File: src/rtl/seven_seg_scan_decoder.sv
// Recovers hex nibbles from a multiplexed active-low common-anode 7-segment bus
// and assembles them into a display word with per-frame completion and error flags.
module seven_seg_scan_decoder #(
  parameter int NUM_DIGITS    = 4,
  parameter int STABLE_CYCLES = 4,
  localparam int IW = (NUM_DIGITS > 1) ? $clog2(NUM_DIGITS) : 1,
  localparam int CW = $clog2(STABLE_CYCLES + 1)
) (
  input  logic                    clk,
  input  logic                    reset,
  input  logic [NUM_DIGITS-1:0]   an_n,
  input  logic [6:0]              seg_n,
  output logic [4*NUM_DIGITS-1:0] value,
  output logic [NUM_DIGITS-1:0]   digit_valid,
  output logic                    illegal,
  output logic [IW-1:0]           err_digit,
  output logic                    frame_valid,
  output logic                    frame_error
);

  // Returns {legal, nibble}; anything outside the glyph table is illegal.
  function automatic logic [4:0] decode(input logic [6:0] s);
    logic [4:0] r;
    case (s)
      7'h40: r = 5'h10;
      7'h79: r = 5'h11;
      7'h24: r = 5'h12;
      7'h30: r = 5'h13;
      7'h19: r = 5'h14;
      7'h12: r = 5'h15;
      7'h02: r = 5'h16;
      7'h78: r = 5'h17;
      7'h00: r = 5'h18;
      7'h10: r = 5'h19;
      7'h08: r = 5'h1A;
      7'h03: r = 5'h1B;
      7'h46: r = 5'h1C;
      7'h21: r = 5'h1D;
      7'h06: r = 5'h1E;
      7'h0E: r = 5'h1F;
      default: r = 5'h00;
    endcase
    return r;
  endfunction

  logic [NUM_DIGITS-1:0]   an_r;
  logic [6:0]              seg_r;
  logic                    prev_act;
  logic [IW-1:0]           prev_idx;
  logic [6:0]              prev_seg;
  logic [CW-1:0]           cnt;
  logic [NUM_DIGITS-1:0]   seen;
  logic                    err_flag;

  logic [NUM_DIGITS-1:0]   sel;
  logic                    active;
  logic [IW-1:0]           idx;
  logic                    match;
  logic [CW-1:0]           cnt_next;
  logic                    accept;
  logic [4:0]              dec;
  logic [4*NUM_DIGITS-1:0] value_next;
  logic [NUM_DIGITS-1:0]   dv_next;
  logic [NUM_DIGITS-1:0]   seen_next;
  logic                    ill_now;
  logic                    frame_done;

  always_comb begin
    sel    = ~an_r;
    active = (sel != '0) && ((sel & (sel - NUM_DIGITS'(1))) == '0);
    idx    = '0;
    for (int i = 0; i < NUM_DIGITS; i++) begin
      if (sel[i]) idx = IW'(i);
    end
    match = prev_act && (prev_idx == idx) && (prev_seg == seg_r);

    if (!active)
      cnt_next = '0;
    else if (match)
      cnt_next = (cnt == CW'(STABLE_CYCLES)) ? cnt : cnt + CW'(1);
    else
      cnt_next = CW'(1);

    // A saturated, unchanged dwell must not fire again.
    accept = active && (cnt_next == CW'(STABLE_CYCLES)) &&
             !(match && (cnt == CW'(STABLE_CYCLES)));

    dec        = decode(seg_r);
    value_next = value;
    dv_next    = digit_valid;
    seen_next  = seen;
    ill_now    = 1'b0;
    if (accept) begin
      for (int i = 0; i < NUM_DIGITS; i++) begin
        if (idx == IW'(i)) begin
          seen_next[i] = 1'b1;
          dv_next[i]   = dec[4];
          if (dec[4]) value_next[4*i +: 4] = dec[3:0];
        end
      end
      ill_now = !dec[4];
    end
    frame_done = accept && (&seen_next);
  end

  always_ff @(posedge clk or posedge reset) begin
    if (reset) begin
      an_r        <= '1;
      seg_r       <= 7'h7F;
      prev_act    <= 1'b0;
      prev_idx    <= '0;
      prev_seg    <= 7'h7F;
      cnt         <= '0;
      seen        <= '0;
      err_flag    <= 1'b0;
      value       <= '0;
      digit_valid <= '0;
      illegal     <= 1'b0;
      err_digit   <= '0;
      frame_valid <= 1'b0;
      frame_error <= 1'b0;
    end else begin
      an_r        <= an_n;
      seg_r       <= seg_n;
      prev_act    <= active;
      prev_idx    <= idx;
      prev_seg    <= seg_r;
      cnt         <= cnt_next;
      value       <= value_next;
      digit_valid <= dv_next;
      illegal     <= ill_now;
      if (ill_now) err_digit <= idx;
      frame_valid <= frame_done;
      frame_error <= frame_done && (err_flag || ill_now);
      if (frame_done) begin
        seen     <= '0;
        err_flag <= 1'b0;
      end else begin
        seen     <= seen_next;
        err_flag <= err_flag || ill_now;
      end
    end
  end

endmodule

File: config.mk
export PLATFORM = sky130hd
export DESIGN_NAME = seven_seg_scan_decoder
export DESIGN_NICKNAME = d
export VERILOG_FILES = /design/src/rtl/seven_seg_scan_decoder.sv
export SDC_FILE = /design/constraint.sdc
export NUM_CORES = 1
export LEC_CHECK = 0
export BUFFER_PORTS_ARGS = -buffer_cell sky130_fd_sc_hd__buf_2
export CORE_UTILIZATION = 51
export CTS_CLUSTER_DIAMETER = 150
export DETAILED_ROUTE_END_ITERATION = 7
export GPL_TIMING_DRIVEN = 1
export PLACE_DENSITY_LB_ADDON = 0.2
export SLEW_MARGIN = 25
export SYNTH_ARGS = -nofsm -noshare
export SYNTH_HDL_FRONTEND = slang
export SYNTH_SLANG_ARGS = --single-unit
File: constraint.sdc
create_clock -name clk -period 2.38 [get_ports clk]
set_input_delay 0.357 -clock clk [delete_from_list [all_inputs] [get_ports clk]]
set_output_delay 0.357 -clock clk [all_outputs]
set_load 0.01 [all_outputs]
# --- Word level (Yosys, flattened, before mapping) ---
# Index checks and enable logic that the tools add are counted.
totals:
  register_bits: 54
  word_cells: 85
classes:
  n_addsub: 2
  eq_ne: 22
  n_mux: 15
  bitwise_logic: 2
  reduce_logical: 24
ops:
  columns: ["cell", "n"]
  rows:
  - ["$pmux W5 S16", 1]
  - ["$eq A7 B7 Y1 const B", 4]
  - ["$eq A7 B5 Y1 const B", 3]
  - ["$eq A7 B6 Y1 const B", 3]
  - ["$eq A7 B2 Y1 const B", 2]
  - ["$eq A7 B4 Y1 const B", 2]
  - ["$reduce_and A3 Y1", 4]
  - ["$mux W3", 3]
  - ["$logic_and A1 B1 Y1", 8]
  - ["$mux W4", 2]
  - ["$reduce_and A2 Y1", 4]
  - ["$eq A7 B3 Y1 const B", 1]
  - ["$eq A7 B7 Y1", 1]
  - ["$logic_not A7 Y1", 1]
  - ["$mux W1", 7]
  - ["$eq A3 B3 Y1 const B", 2]
  - ["$and A4 B4 Y4", 1]
  - ["$eq A2 B2 Y1 const B", 2]
  - ["$logic_not A4 Y1", 1]
  - ["$mux W2", 2]
  - ["$not A4 Y4", 1]
  - ["$reduce_and A4 Y1", 1]
  - ["$reduce_bool A4 Y1", 1]
  - ["$sub A4 B1 Y4 const B", 1]
  - ["other kinds (6)", 7]

# --- Depth between registers and ports, before layout ---
# Gate-level depths: netlist of the first run.
depth:
  depth_word: 16
  depth_mapped: 7

# --- Least setup slack after synthesis of the first run ---
# OpenSTA, ideal clock, no wires.
synth_timing:
  kind: "reg-to-reg"
  start: "register an_r[3]"
  end: "register digit_valid[3]"
  setup_time_ns: 0.128
  t_arrival_ns: 2.413
  path_slack_ns: -0.161
  path_stages_with_launch: 8
  path_cell_list: "dfstp_2 -> buf_4 -> inv_2 -> or3_1 -> a2111o_4 -> buf_6 -> nor4_4 -> mux2_1"
synth_via:
  elab_chain_len: 11
  elab_cells_between_ends: 19
  cone_classes: "1 x add/sub; 3 x eq/ne; 3 x mux; 2 x bitwise; 10 x reduce/logical"
synth_lines:
  columns: ["element", "line_no", "rtl"]
  rows:
  - ["from (decl)", "46", "logic [NUM_DIGITS-1:0] an_r;"]
  - ["from (signal assigned)", "123", "an_r <= an_n;"]
  - ["$not A4 Y4 (*)", "69", "sel = ~an_r;"]
  - ["parallel branches: the longest is 9 deep, another holds $sub A4 B1 Y4", null, null]
  - ["$reduce_and A2 Y1 (no line) (*)", null, null]
  - ["to (signal assigned)", "130", "digit_valid <= dv_next;"]
  - ["to (decl)", "14", "output logic [NUM_DIGITS-1:0] digit_valid,"]
# Every way passes the cells marked *.
# A chain may end at the register's enable or synchronous reset.

# --- Worst setup path after layout of the first run ---
layout_timing:
  start: "register seg_r[4]"
  end: "register value[9]"
layout_via:
  elab_chain_len: 8
  elab_cells_between_ends: 27
  cone_classes: "17 x eq/ne; 3 x mux; 7 x reduce/logical"
layout_lines:
  columns: ["element", "line_no", "rtl"]
  rows:
  - ["from (decl)", "47", "logic [6:0] seg_r;"]
  - ["from (signal assigned)", "124", "seg_r <= seg_n;"]
  - ["$eq A7 B7 Y1", "75", "match = prev_act && (prev_idx == idx) && (prev_seg == seg_r);"]
  - ["$logic_and A1 B1 Y1", "75", null]
  - ["$mux W3", "79", "else if (match)"]
  - ["$mux W3", "77", "if (!active)"]
  - ["$eq A3 B3 Y1", "85", "accept = active && (cnt_next == CW'(STABLE_CYCLES)) &&"]
  - ["$logic_and A1 B1 Y1 (2 in a row)", "85", null]
  - ["$reduce_and A3 Y1 (no line)", null, null]
  - ["to (signal assigned)", "129", "value <= value_next;"]
  - ["to (decl)", "13", "output logic [4*NUM_DIGITS-1:0] value,"]
# Several ways; a longest one is shown, not always the timed one.

==> results of run 1 <==
timing repair:
action	CTS	global route
pin swaps	2	5
cloned	0	1
endpoints found under the setup margin	14	25
resized for setup	8	21
setup buffers	4	14
flip-flops by register name (all words and copies together), names as in the netlist, 2 cells and up:
| register | flops |
|---|---|
| digit_valid | 4 |
| cnt | 3 |
| prev_idx | 2 |
| seg_r | 7 |
| value | 16 |
| seen | 4 |
| prev_seg | 7 |
| err_digit | 2 |
| an_r | 4 |
cells in the final DEF (no fill, tap or decap), drive strengths merged, types with 2 or more instances in the layout:
cell	instances
nor2	10
or3b	2
buf	93
or3	2
a211oi	4
nand4b	2
dfstp	18
o21ai	5
a2bb2oi	2
nor3b	2
a2111oi	2
mux2	16
xor2	3
or2	2
nor3	8
dfrtp	36
o2bb2ai	4
nand2	13
mux2i	4
nand4	5
inv	19
nor2b	3
nand2b	7
xnor2	8
a2111o	2
a21oi	7
nand3b	3
clkbuf	6
nor4	4
nor4b	4
ha	2
o21ba	2
stage by stage:
step / utilization, % / worst slack (ps)
finish: 73.87 / -58.09
global placement: 65.67 / -4.421
global route: 73.87 / -129.4
floorplan: - / -93.79
CTS: 69.59 / -21.80
detailed placement: 65.67 / -76.88
cells by family after synthesis:
| kind of cell | Yosys count | synth area share (%) |
|---|---|---|
| AND/OR/NAND/NOR | 73 | 18.15 |
| flip-flops | 54 | 51.62 |
| AO/OA/AOI/OAI | 37 | 12.98 |
| buffers and inverters | 27 | 4.419 |
| multiplexers | 20 | 8.275 |
| XOR/XNOR | 11 | 3.620 |
| adder cells (fa/ha/maj) | 2 | 0.9401 |
cell type report:
| type | count | area (um2) | area share [%] |
|---|---|---|---|
| clock buffer | 5 | 68.82 | 1.909 |
| clock inverter | 3 | 42.54 | 1.180 |
| inverter | 18 | 67.56 | 1.874 |
| multi-input combinational | 144 | 1314 | 36.45 |
| sequential | 54 | 1374 | 38.11 |
| tap | 67 | 83.83 | 2.326 |
| timing repair buffer | 94 | 654.4 | 18.15 |
path summary, 6_finish.rpt:
kind / startpoint / end / slack, ps / cells after the start
setup / recovery: seg_r[4]$_DFF_PP1_ / value[9]$_DFFE_PP0P_ / -60 / 5
hold / removal: reset / value[8]$_DFFE_PP0P_ / 70 / 2
setup reg to reg: seg_r[4]$_DFF_PP1_ / value[9]$_DFFE_PP0P_ / -60 / 5
hold reg to reg: seg_r[2]$_DFF_PP1_ / prev_seg[2]$_DFF_PP1_ / 450 / 0
max in group asynchronous: reset / an_r[0]$_DFF_PP1_ / 1690 / 3
min in group clk: seg_n[2] / seg_r[2]$_DFF_PP1_ / 120 / 1
per-layer routing:
metal / GRT usage (%) / vias up
met2: 37.47 / 51
met3: 5.149 / 11
li1: - / 987
met5: 0 / -
met1: 30.18 / 1033
met4: 6.709 / 0
power groups by stage:
| stage | combinational (mW) | sequential, mW | clock, mW |
|---|---|---|---|
| 2_1_floorplan | 0.111 | 0.978 | 0 |
| 3_3_place_gp | 0.164 | 0.993 | 0 |
| 3_5_place_dp | 0.167 | 0.993 | 0 |
| 4_1_cts | 0.181 | 0.976 | 0.638 |
| 5_1_grt | 0.236 | 0.979 | 0.674 |
| 6_report | 0.218 | 0.974 | 0.627 |
critical path: cells and delay by family (launching register included):
family	cells	cell delay, ps
AOI/OAI and AO/OA	3	760
DFF	1	630
and+or+nand+nor	1	560
muxes	1	380
==> impl_metrics.yaml, run 1 <==
logic_synthesis:
  yosysTopAreaCell: "dfrtp_1"
  syn_inst: 224
  synth_area_leaders: "dfrtp_1 (34%), dfstp_2 (18%), mux2_2 (5.9%), xnor2_1 (2.6%), inv_1 (2.4%)"
  synth_flop_cell: "dfrtp_1"
  synth_enable_flop_cells: 0
  synth.yosys.seq_area_share_pct: 51.62
  synth_top_area_share_pct: 33.85
  ys_warn_count: 0
  async_reset_ff_share_pct: 100.0
  synth.avg_cell_area_um2: 11.88
  ys_ff_latch: 54
  synth_nets: 239
  yosysMostFrequentCell: "dfrtp_1"
  syn_area_mm2: 0.002661
  synth_cell_type_count: 59
  synth_commonest_cells: "dfrtp_1 (36), dfstp_2 (18), inv_1 (17), mux2_2 (14), nand2_1 (13)"
power_and_ir_drop:
  power_density_mw_per_mm2: 504.8
  p_seq_share_pct: 53.5
  p_sw_mw: 0.4503
  p_total_mw: 1.820
  swShare_pct: 24.75
  leakage_nw: 1.704
  ir_drop_v: 0.0003568
  p_int_mw: 1.369
  power_frac_comb_pct: 12.0
  p_clk_share_pct: 34.5
routing:
  vias_per_cell: 5.408
  detail_route.first_pass.iterations: 4
  drt-initial-drc-count: 83
  wl_met3_um: 246
  met1_length_um: 2642
  drc_errors: 0
  dr_total_vias: 2082
  ant_nets: 0
  wl_met2_um: 3088
  wl_per_cell_um: 15.79
  dr.max_layer_used: "met4"
  wirelength_um: 6078
worst_setup_path:
  critical_path.max_fanout: 8
  cp.arrival_ps: 2650
  cp_slowest_cell: "dfstp_2"
  required_ps: 2600
  criticalPathCategory: "flip-flop to flip-flop"
  cp_cell_sequence: "or4bb_1 > a21oi_2 > a221oi_4 > a2111oi_4 > mux2_2"
  crit_path_max_incr_delay_ps: 630
  end_kind: "flip-flop"
  crit_path_start_kind: "flip-flop"
floorplan:
  core_mm2: 0.004880
  die_w_um: 74.24
  start_util_pct: 54.54
  dieArea_mm2: 0.005511
  rows: 25
  boundaryPins: 38
  dieHeight_um: 74.24
clock_network:
  cts_tree: "built"
  insertion_delay_ps: 320
  cts_made_buffers: 5
  clkTransAtPathRegs_ps: 100
  postCtsHoldBufs: 0
  cts-root-buf: "clkbuf_8"
  cts_sinks: 54
  clockBufferDepth: 2
  h-tree-depth: 2
cells_and_area:
  syn_to_final_growth_pct: 35.45
  postLayoutCellArea_mm2: 0.003605
  antenna_cells: 0
  drive_above_1_share_pct: 51.26
  fillers: 325
  final_cells: 385
  layout.nets: 332
grt:
  grt_use_total_pct: 22.74
  grt_pass1_wl_um: 9294
  grt_pass1_vias: 1938
  globalRouteOverflowTotal: 0
  grt_max_degree: 30
  antenna_found_initial: 0
min_path:
  hold_class: "input port to asynchronous set/reset pin"
run_status:
  status: "finished with violations"
  violations: "negative setup slack"
timing:
  drv_slew: 0
  period_share_pct: 102.4
  worst_pin_slew_ps: 565.5
  maxSlewHeadroom_pct: 62.30
  worst_slack_ps: -58.09
  fmax_mhz: 410.2
  fin_crit_ps: 2438
  rsz0062_at_grt: "yes"
  timing.hold.ws_ps: 74.41
  setup_viol: 7
  finalHoldViolCount: 0
  fin_worst_skew_ps: 13.01
  setup_tns_ps: -202.5
place:
  place_congestion: 0.8838
  io_buffers: 37
  dp_cells: 360
  placedInstanceArea_mm2: 0.003204
  hpwl_um: 3948
job:
  drv_cap: 0
Note: power is estimated with default switching activity, not from simulation.
==> inputs of run 2 (changes only) <==
- PLACE_DENSITY_LB_ADDON: 0.2 -> 0.3
==> run 2 against run 1 <==
  * The flow still finishes with violations (negative setup slack)
  * Routed wire length grew 3.4%
  * Combinational power fell by 3%
  * Sequential power hardly changed
  * Maximum frequency is 0.54% lower
  * Die area unchanged
  * Sequential share of layout area fell by 0.31 points
  * Hold slack worse by 21 ps
  * Power fell by 5.1%
  * Via count up 2.1%
  * Flip-flop and latch count is the same
  * Largest cell class unchanged
==> impl_metrics.yaml, run 2 (same netlist as run 1, synthesis figures left out) <==
cells_and_area:
  mostFrequentLayoutCells: "buf_4 (52), buf_2 (38), dfrtp_1 (36), dfstp_2 (18), inv_1 (16)"
  final_common_cell: "buf_4"
  layout.nets: 334
  final_util_pct: 74.49
  final_cells: 387
  antenna_cells: 0
  largest-register: "value"
  reg.largest.list: "value: 16 flops, prev_seg: 7 flops, seg_r: 7 flops"
  fillers: 337
  largest_reg_flops: 16
  syn_to_final_growth_pct: 36.58
  drive_above_1_share_pct: 52.81
  postLayoutCellArea_mm2: 0.003635
timing:
  setup_tns_ps: -445.4
  fin_worst_skew_ps: 9.116
  maxSlewHeadroom_pct: 64.97
  worst_slack_ps: -71.30
  drv_slew: 0
  fin_crit_ps: 2451
  period_share_pct: 103.0
  fmax_mhz: 407.9
  worst_pin_slew_ps: 520.7
  setup_viol: 11
  rsz0062_at_grt: "yes"
  timing.hold.ws_ps: 53.37
  finalHoldViolCount: 0
floorplan:
  boundaryPins: 38
  dieArea_mm2: 0.005511
  dieHeight_um: 74.24
  core_mm2: 0.004880
  die_w_um: 74.24
  start_util_pct: 54.54
  rows: 25
place:
  dp_cells: 359
  place_congestion: 0.8234
  io_buffers: 37
  hpwl_um: 3871
  placedInstanceArea_mm2: 0.003209
  pre_cts_ws_ps: -49.53
power_and_ir_drop:
  ir_drop_v: 0.0003901
  leakage_nw: 1.706
  power_density_mw_per_mm2: 475.0
  p_total_mw: 1.726
clock_network:
  cts_sinks: 54
  clkTransAtPathRegs_ps: 100
  clockBufferDepth: 2
  cts_tree: "built"
  cts_made_buffers: 5
  insertion_delay_ps: 320
  cts-root-buf: "clkbuf_8"
  h-tree-depth: 2
  postCtsHoldBufs: 0
worst_setup_path:
  r2r_cells: 7
  criticalPathCategory: "flip-flop to flip-flop"
  required_ps: 2590
  critical_path.max_fanout: 6
  cp.arrival_ps: 2660
  reg2reg_slack_ps: -70
  crit_path_start_kind: "flip-flop"
  r2r_end: "value[9]$_DFFE_PP0P_"
  r2r_start: "seg_r[3]$_DFF_PP1_"
  end_kind: "flip-flop"
routing:
  dr_total_vias: 2126
  wl_met3_um: 263
  ant_nets: 0
  wirelength_um: 6285
  met1_length_um: 2574
  drc_errors: 0
  dr.max_layer_used: "met4"
  drt-initial-drc-count: 104
  wl_per_cell_um: 16.24
  detail_route.first_pass.iterations: 4
  wl_met2_um: 3241
  vias_per_cell: 5.494
grt:
  grt_pass1_vias: 1994
  globalRouteOverflowTotal: 0
  antenna_found_initial: 0
  grt_pass1_wl_um: 9584
  grt_use_total_pct: 23.67
  grt_max_degree: 35
run_status:
  violations: "negative setup slack"
  status: "finished with violations"
min_path:
  hold_class: "input port to asynchronous set/reset pin"
job:
  drv_cap: 0
## run 2: cell count changes in the layout (fill, tap and decap cells not counted), moves of 2 or more
cell	previous run	this run
mux2_4	5	10
mux2_1	2	0
o2bb2ai_2	1	3
mux2_2	9	6
buf_4	49	52
o2bb2ai_1	3	1
## run 2: final cells by class
| type | count | area, um2 | share of cell area, % |
|---|---|---|---|
| Clock inverter | 1 | 8.758 | 0.2410 |
| Tap cell | 67 | 83.83 | 2.306 |
| Clock buffer | 7 | 86.33 | 2.375 |
| Timing Repair Buffer | 96 | 665.6 | 18.31 |
| Sequential cell | 54 | 1374 | 37.80 |
| Multi-Input combinational cell | 144 | 1349 | 37.11 |
| Inverter | 18 | 67.56 | 1.859 |
## run 2: worst max-delay path by stage
stage	end	cells past startpoint	startpoint
6_report	value[9]$_DFFE_PP0P_	7	seg_r[3]$_DFF_PP1_
3_3_place_gp	digit_valid[0]$_DFFE_PP0P_	6	seg_r[3]$_DFF_PP1_
3_5_place_dp	value[9]$_DFFE_PP0P_	6	seg_r[1]$_DFF_PP1_
4_1_cts	value[9]$_DFFE_PP0P_	6	seg_r[1]$_DFF_PP1_
5_1_grt	value[12]$_DFFE_PP0P_	7	seg_r[3]$_DFF_PP1_
2_1_floorplan	digit_valid[3]$_DFFE_PP0P_	7	an_r[3]$_DFF_PP1_
## run 2: layer usage
layer	vias to the layer above	GRT usage (%)
met5	-	0
met3	19	4.743
met1	1049	29.50
li1	996	-
met4	0	12.79
met2	62	38.89
## run 2: worst max-delay path, cell delays in order (launching register included)
cell and delay, ps:
dfstp_2 600, buf_6 120, xnor2_2 90, nand4_1 220, a2111o_4 580, a2111oi_4 240
buf_4 190, mux2_4 290
## run 2: power by group
group	total, mW	leakage [nW]	internal (mW)	switching [mW]
Combinational	0.211	0.975	0.0991	0.112
Clock	0.543	0.0489	0.241	0.302
Sequential	0.972	0.682	0.951	0.0216
## run 2: timing repair
action                     CTS  global route
cloned                       1             0
buffers inserted             7            14
setup endpoints to repair   17            26
resized for setup           13            23
pin swaps                    1            16
==> inputs of run 3 (changes only) <==
- SKIP_LAST_GASP: default -> 1
==> run 3 against run 2 <==
  * The flow still finishes with violations (negative setup slack)
  * Largest cell class unchanged
  * Maximum frequency is 0.30% lower
  * Critical path type unchanged
  * Combinational power hardly changed
  * Sequential share of layout area is 0.45 points higher
  * Clock skew is 1.3 ps lower
  * Via count stayed put
  * Flip-flop and latch count stayed put
  * Die area stayed put
  * Design area is 1.2% lower
==> impl_metrics.yaml, run 3 (same netlist as run 1, synthesis figures left out) <==
run_status:
  status: "finished with violations"
  violations: "negative setup slack"
grt:
  grt_pass1_vias: 2004
  antenna_found_initial: 0
  grt_use_total_pct: 23.52
  globalRouteOverflowTotal: 0
  grt_max_degree: 35
  grt_pass1_wl_um: 9542
worst_setup_path:
  required_ps: 2590
  critical_path.max_fanout: 6
  criticalPathCategory: "flip-flop to flip-flop"
  crit_path_start_kind: "flip-flop"
  cp.arrival_ps: 2670
  end_kind: "flip-flop"
timing:
  rsz0062_at_grt: "yes"
  setup_viol: 18
  fin_crit_ps: 2459
  fin_worst_skew_ps: 7.814
  worst_slack_ps: -78.60
  maxSlewHeadroom_pct: 64.63
  fmax_mhz: 406.7
  worst_pin_slew_ps: 525.7
  period_share_pct: 103.3
  finalHoldViolCount: 0
  drv_slew: 0
clock_network:
  cts_tree: "built"
  clkTransAtPathRegs_ps: 100
  h-tree-depth: 2
  clockBufferDepth: 2
  cts_sinks: 54
  insertion_delay_ps: 310
  postCtsHoldBufs: 0
  cts-root-buf: "clkbuf_8"
  cts_made_buffers: 5
power_and_ir_drop:
  power_density_mw_per_mm2: 479.1
  ir_drop_v: 0.0003377
  leakage_nw: 1.690
cells_and_area:
  final_cells: 389
  final_util_pct: 73.62
  final_common_cell: "buf_4"
  largest-register: "value"
  layout.nets: 336
  mostFrequentLayoutCells: "buf_4 (56), buf_2 (38), dfrtp_1 (36), dfstp_2 (18), inv_1 (16)"
  antenna_cells: 0
  reg.largest.list: "value: 16 flops, prev_seg: 7 flops, seg_r: 7 flops"
  drive_above_1_share_pct: 51.86
  largest_reg_flops: 16
  syn_to_final_growth_pct: 34.98
floorplan:
  boundaryPins: 38
  start_util_pct: 54.54
  dieHeight_um: 74.24
  rows: 25
  die_w_um: 74.24
  dieArea_mm2: 0.005511
  core_mm2: 0.004880
place:
  io_buffers: 37
  dp_cells: 359
  hpwl_um: 3871
  place_congestion: 0.8234
routing:
  dr_total_vias: 2126
  drt-initial-drc-count: 104
  ant_nets: 0
  drc_errors: 0
  wirelength_um: 6094
  wl_per_cell_um: 15.67
  vias_per_cell: 5.465
  detail_route.first_pass.iterations: 4
min_path:
  hold_class: "input port to asynchronous set/reset pin"
job:
  drv_cap: 0
## run 3: cell types whose count changed in the layout (fill, tap and decap cells not counted), sizes merged
cell and delta:
buf +2
## run 3: per-stage QoR
step | hold slack [ps] | setup WS (ps) | cell area, um2 | power (mW) | TNS, ps
final | 54.46 | -78.60 | 3592 | 1.721 | -787.0
after global routing | 74.66 | -148.2 | 3592 | 1.792 | -2345
after CTS | 57.60 | -24.97 | 3431 | 1.712 | -93.48
after detailed placement | 405.3 | -49.53 | 3209 | 1.162 | -368.7
after global placement | 400.1 | -26.98 | 3209 | 1.157 | -76.47
after floorplan | 359.1 | -93.79 | 2674 | 1.089 | -181.9
## run 3: worst paths after layout
| check | from | endpoint | slack, ps | cells past startpoint |
|---|---|---|---|---|
| setup / recovery | an_r[3]$_DFF_PP1_ | value[2]$_DFFE_PP0P_ | -80 | 6 |
| hold / removal | reset | value[12]$_DFFE_PP0P_ | 50 | 3 |
| setup reg to reg | an_r[3]$_DFF_PP1_ | value[2]$_DFFE_PP0P_ | -80 | 6 |
| hold reg to reg | seg_r[2]$_DFF_PP1_ | prev_seg[2]$_DFF_PP1_ | 390 | 0 |
| max in group asynchronous | reset | an_r[0]$_DFF_PP1_ | 1910 | 3 |
| min in group clk | seg_n[3] | seg_r[3]$_DFF_PP1_ | 130 | 1 |
## run 3: timing repair
action,CTS,global route
setup buffers,7,15
cloned,1,0
resized for setup,10,14
hold endpoints to repair,0,0
setup endpoints to repair,17,26
pin swaps,1,10
## run 3: power by group
part | leakage, nW | switching, mW | internal (mW) | total, mW
combinational | 0.958 | 0.110 | 0.0976 | 0.208
sequential | 0.682 | 0.0201 | 0.951 | 0.971
clock | 0.0489 | 0.301 | 0.241 | 0.542
total | 1.69 | 0.431 | 1.29 | 1.72
## run 3: metal layers
metal / up-vias / share of wire [%] / global-route usage, %
met3: 17 / 4.0 / 4.743
li1: 1004 / - / -
met1: 1051 / 43 / 29.24
met2: 54 / 50 / 38.59
met5: - / 0 / 0
met4: 0 / 3.3 / 13.00
## run 3: layout make-up
type	instances	area [um2]
sequential	54	1374
multi-input combinational	144	1299
fill	343	1287
timing repair buffer	98	673.1
clock buffer	7	86.33
tap	67	83.83
inverter	18	67.56
clock inverter	1	8.758
## run 3: worst max-delay path, cell delays in order, from the launching register on
cell      delay, ps
dfstp_2         580
inv_2            40
or3_4           380
a2111o_4        530
buf_4           160
a211oi_2        280
mux2_2          380
